**src/rtl/uart_tx_state_machine.sv**
```systemverilog
// UART transmit framer: serialises one handshaked word as a start bit, 5..MAX_DATA_BITS
// data bits (LSB first), optional parity and one or two stop bits, paced by baud_tick.
module uart_tx_state_machine #(
    parameter int MAX_DATA_BITS = 9
) (
    input  logic                     clk,
    input  logic                     rst,
    input  logic                     baud_tick,
    input  logic                     tx_valid,
    input  logic [MAX_DATA_BITS-1:0] tx_data,
    output logic                     tx_ready,
    input  logic [3:0]               data_bits,
    input  logic [1:0]               parity_mode,
    input  logic                     stop_bits,
    output logic                     tx,
    output logic                     frame_active,
    output logic [3:0]               bit_count,
    output logic                     is_start_bit,
    output logic                     is_data_bit,
    output logic                     is_parity_bit,
    output logic                     is_stop_bit,
    output logic                     tx_done
);

    typedef enum logic [2:0] {
        IDLE,
        ARMED,
        START,
        DATA,
        PARITY,
        STOP_1,
        STOP_2
    } state_t;

    localparam logic [3:0] MIN_BITS = 4'd5;
    localparam logic [3:0] MAX_BITS = 4'(MAX_DATA_BITS);

    state_t                   state;
    logic [MAX_DATA_BITS-1:0] shift_reg;
    logic [3:0]               cfg_bits;
    logic [1:0]               cfg_parity;
    logic                     cfg_two_stop;
    logic                     parity_acc;
    logic [3:0]               clamped_bits;
    logic                     next_acc;
    logic                     last_data;
    logic                     parity_bit;

    always_comb begin
        clamped_bits = data_bits;
        if (data_bits < MIN_BITS) begin
            clamped_bits = MIN_BITS;
        end else if (data_bits > MAX_BITS) begin
            clamped_bits = MAX_BITS;
        end
    end

    // Parity has to include the bit leaving on this tick, so it is built from next_acc.
    assign next_acc  = parity_acc ^ shift_reg[0];
    assign last_data = (bit_count + 4'd1) == cfg_bits;

    always_comb begin
        case (cfg_parity)
            2'd1:    parity_bit = ~next_acc;
            2'd2:    parity_bit = next_acc;
            default: parity_bit = 1'b1;
        endcase
    end

    always_ff @(posedge clk or posedge rst) begin
        if (rst) begin
            state        <= IDLE;
            tx           <= 1'b1;
            tx_done      <= 1'b0;
            bit_count    <= 4'd0;
            parity_acc   <= 1'b0;
            shift_reg    <= '0;
            cfg_bits     <= MIN_BITS;
            cfg_parity   <= 2'd0;
            cfg_two_stop <= 1'b0;
        end else begin
            tx_done <= 1'b0;
            case (state)
                IDLE: begin
                    tx         <= 1'b1;
                    bit_count  <= 4'd0;
                    parity_acc <= 1'b0;
                    if (tx_valid) begin
                        shift_reg    <= tx_data;
                        cfg_bits     <= clamped_bits;
                        cfg_parity   <= parity_mode;
                        cfg_two_stop <= stop_bits;
                        state        <= ARMED;
                    end
                end
                // Waiting here aligns the start bit to a full tick period.
                ARMED: begin
                    if (baud_tick) begin
                        state <= START;
                        tx    <= 1'b0;
                    end
                end
                START: begin
                    if (baud_tick) begin
                        state <= DATA;
                        tx    <= shift_reg[0];
                    end
                end
                DATA: begin
                    if (baud_tick) begin
                        shift_reg  <= shift_reg >> 1;
                        bit_count  <= bit_count + 4'd1;
                        parity_acc <= next_acc;
                        if (last_data) begin
                            if (cfg_parity != 2'd0) begin
                                state <= PARITY;
                                tx    <= parity_bit;
                            end else begin
                                state <= STOP_1;
                                tx    <= 1'b1;
                            end
                        end else begin
                            tx <= shift_reg[1];
                        end
                    end
                end
                PARITY: begin
                    if (baud_tick) begin
                        state <= STOP_1;
                        tx    <= 1'b1;
                    end
                end
                STOP_1: begin
                    if (baud_tick) begin
                        if (cfg_two_stop) begin
                            state <= STOP_2;
                        end else begin
                            state      <= IDLE;
                            tx_done    <= 1'b1;
                            bit_count  <= 4'd0;
                            parity_acc <= 1'b0;
                        end
                    end
                end
                STOP_2: begin
                    if (baud_tick) begin
                        state      <= IDLE;
                        tx_done    <= 1'b1;
                        bit_count  <= 4'd0;
                        parity_acc <= 1'b0;
                    end
                end
                default: begin
                    state <= IDLE;
                    tx    <= 1'b1;
                end
            endcase
        end
    end

    assign tx_ready      = (state == IDLE);
    assign frame_active  = (state == START) || (state == DATA) || (state == PARITY) ||
                           (state == STOP_1) || (state == STOP_2);
    assign is_start_bit  = (state == START);
    assign is_data_bit   = (state == DATA);
    assign is_parity_bit = (state == PARITY);
    assign is_stop_bit   = (state == STOP_1) || (state == STOP_2);

endmodule

```
**config.mk**
```make
export PLATFORM = sky130hd
export DESIGN_NAME = uart_tx_state_machine
export DESIGN_NICKNAME = d
export VERILOG_FILES = /design/src/rtl/uart_tx_state_machine.sv
export SDC_FILE = /design/constraint.sdc
export NUM_CORES = 1
export LEC_CHECK = 0
export CAP_MARGIN = 0
export CORE_UTILIZATION = 45
export CTS_CLUSTER_DIAMETER = 100
export CTS_CLUSTER_SIZE = 8
export DETAILED_ROUTE_END_ITERATION = 10
export GPL_TIMING_DRIVEN = 0
export PLACE_DENSITY = 0.7
export RECOVER_POWER = 25
export SYNTH_ARGS = -nofsm -noshare
export SYNTH_HDL_FRONTEND = slang
export SYNTH_SLANG_ARGS = --single-unit
```
**constraint.sdc**
```tcl
create_clock -name clk -period 3.6 [get_ports clk]
set_clock_uncertainty 0.1 [all_clocks]
set_input_delay 0.54 -clock clk [delete_from_list [all_inputs] [get_ports clk]]
set_output_delay 0.54 -clock clk [all_outputs]
set_load 0.1 [all_outputs]
```
==> impl_metrics.py <==
metrics = {
    "place": {
        "portBuffers": 31,
        "routabilityCongestion": 0.771,
        "hpwlAfterDp_um": 2470,
        "dpl-instance-area_mm2": 0.00190,
    },
    "clock_tree": {
        "clk_pin_slew_ns": 0.14,
        "holdBufCountCts": 0,
        "cts_tree": "yes",
        "cts_buffer_depth": 2,
        "cts_buffers": 3,
        "post_cts_buffers": 0,
        "cts_sinks": 26,
        "cts_resized": 0,
        "cts_root_buf": "clkbuf_4",
        "clk-insertion-delay-late_ns": 0.32,
        "cts-htree-levels": 1,
    },
    "logic_synthesis": {
        "ys_ff_latch": 26,
        "yosys_warnings": 0,
        "seq_area_frac_synth": 0.429,
        "synth_edf_count": 0,
        "ys_async_sr_fraction": 1.00,
        "avgSynthCellArea_um2": 9.59,
        "ys_types": 40,
        "synthCells": 159,
        "netlist_area_mm2": 0.00153,
        "synth_nets": 180,
        "synth_ff_type": "dfrtp_1",
    },
    "hold_path": {
        "min_path_type": "reg -> reg",
        "worstHoldStart": "cfg_bits[2]$_DFFE_PP1P_",
        "holdPathStages": 2,
        "hold-path-endpoint": "cfg_bits[2]$_DFFE_PP1P_",
    },
    "layout": {
        "diodes": 0,
        "fillers": 309,
        "largest_reg_flops": 9,
        "seq_area_um2": 654,
        "layout-drive-gt1-share": 0.144,
        "multi_input_area_um2": 802,
        "nets": 216,
        "fin_area_mm2": 0.00192,
        "area_growth_pct": 26.0,
    },
    "floorplan": {
        "die_w_um": 60.2,
        "die_area_mm2": 0.00363,
        "core_mm2": 0.00313,
        "io_pins": 32,
        "die_h_um": 60.2,
        "start_util": 0.488,
        "rows": 20,
    },
    "timing": {
        "timing.final.crit_share": 0.902,
        "finalSetupViolCount": 0,
        "rsz0062_at_grt": "false",
        "slew_headroom": 0.344,
        "fmaxAchievable_mhz": 308,
        "finalHoldViolCount": 0,
        "tightest_slew_ns": 0.981,
        "finalCriticalPeriod_ns": 3.25,
        "setup_tns_ns": 0,
        "drv_slew": 0,
    },
    "worst_setup_path": {
        "cp.arrival_ns": 2.61,
        "slowest_stage": "clkdlybuf4s50_1",
        "critPathCaptureType": "output pin",
        "startpoint": "state[0]$_DFFE_PP0P_",
        "rr_startpoint": "bit_count[0]$_DFFE_PP0P_",
        "worst_setup_path_start_kind": "flip-flop",
        "crit_required_ns": 2.96,
        "slowest_delay_ns": 1.12,
        "reg2regPathDepth": 6,
        "path_class": "reg -> out",
        "rr_endpoint": "state[1]$_DFFE_PP0P_",
        "crit_chain": "nor2b_4 > nand2_1 > buf_2 > inv_1 > clkdlybuf4s50_1",
        "worstPathMaxFanout": 10,
        "r2r_slack_ns": 1.59,
    },
    "detailed_routing": {
        "route.detailed.drc": 0,
        "viasPerCell": 5.27,
        "routedWlPerCell_um": 13.4,
        "drt_iter0_drc": 30,
        "vias": 1254,
        "drt_first_pass_iters": 4,
        "ant_nets": 0,
        "drt-total-wl_um": 3190,
    },
    "global_route": {
        "antenna_found_initial": 0,
        "grt_max_degree": 27,
        "first_global_vias": 1202,
        "grt_overflow_total": 0,
        "grt_pass1_wl_um": 5440,
        "grt_usage": 0.204,
    },
    "power": {
        "peakVddDrop_uv": 563,
        "p_clk_frac": 0.071,
        "seqPwrFrac": 0.299,
        "cellPowerDensity_mw_per_mm2": 938,
        "power_leakage_nw": 0.809,
        "p_switching_w": 0.000932,
        "combPwrFrac": 0.630,
        "swShare": 0.517,
        "intPower_w": 0.000872,
    },
    "run_status": {
        "status": "complete, no violations",
    },
    "run": {
        "maxCapViolations": 0,
    },
}
==> kinds of logic after synthesis <==
| group | synth area share |
|---|---|
| xor gates and xnor gates | 0.0459 |
| AOI/OAI and AO/OA | 0.175 |
| adders and majority gates | 0.00820 |
| buffers and inverters | 0.0484 |
| muxes | 0.109 |
| and+or+nand+nor | 0.185 |
| DFF | 0.429 |
==> cell usage in the layout, fill, tap and decap left out, drive strengths merged, types with 5 or more instances in the layout <==
master and instances:
a21oi 12, buf 7, clkbuf 6, clkdlybuf4s50 29, dfrtp 23, inv 7, mux2 5, mux2i 11
nand2 21, nor2 9, o21ai 16
==> cells in the mapped netlist, types with 3 or more instances <==
library cell / count / area share
a21oi_1: 11 / 0.036
buf_2: 5 / 0.016
dfrtp_1: 23 / 0.38
dfstp_2: 3 / 0.052
inv_1: 7 / 0.017
mux2_2: 5 / 0.037
mux2i_1: 11 / 0.072
nand2_1: 21 / 0.052
nand3_1: 4 / 0.013
nor2_1: 9 / 0.022
nor3b_1: 3 / 0.015
o21ai_0: 14 / 0.046
xnor2_1: 4 / 0.023
xor2_1: 4 / 0.023
==> routing by layer <==
| metal | GRT usage | routed length [um] |
|---|---|---|
| met4 | 0.0897 | 48 |
| met2 | 0.361 | 1560 |
| met5 | 0 | 0 |
| met3 | 0.0281 | 115 |
| met1 | 0.243 | 1460 |
==> worst max-delay path: cells and delay by family (launching register included) <==
family | cells | cell delay [ns]
AND/OR/NAND/NOR | 2 | 0.34
flip-flops | 1 | 0.51
buffers and inverters | 3 | 1.43
==> final cells by class <==
cell class | instances | area share
inverters | 7 | 0.0137
clock buffers | 4 | 0.0137
plain buffers | 9 | 0.0247
flip-flops and latches | 26 | 0.340
repair buffers | 31 | 0.161
multi-input cells | 117 | 0.417
well taps | 44 | 0.0286
==> how the worst max path moves through the flow <==
stage / slack, ns / cells after the start / end
2_1_floorplan: 0.86 / 4 / frame_active
3_3_place_gp: 0.74 / 5 / is_data_bit
3_5_place_dp: 0.71 / 5 / is_data_bit
4_1_cts: 0.33 / 5 / is_data_bit
5_1_grt: 0.22 / 5 / is_data_bit
6_report: 0.35 / 5 / is_data_bit
==> through the flow <==
step | util | cells | worst slack, ns | total power, W | hold slack [ns]
6_report | 0.614 | 238 | 0.352 | 0.00180 | 0.405
5_1_grt | 0.614 | 238 | 0.221 | 0.00192 | 0.440
4_1_cts | 0.614 | 238 | 0.332 | 0.00181 | 0.406
3_5_place_dp | 0.606 | 234 | 0.714 | 0.00168 | 0.374
3_3_place_gp | 0.606 | 234 | 0.742 | 0.00165 | 0.361
2_1_floorplan | - | 159 | 0.859 | 0.00143 | 0.349
==> power groups by stage <==
stage	combinational, W	clock (W)	sequential [W]
after floorplan	0.000715	0	0.000720
after global placement	0.00111	0	0.000537
after detailed placement	0.00114	0	0.000546
after CTS	0.00114	0.000134	0.000539
after global routing	0.00122	0.000145	0.000559
final	0.00114	0.000129	0.000539
No activity file was read; power rests on OpenSTA's default activity.
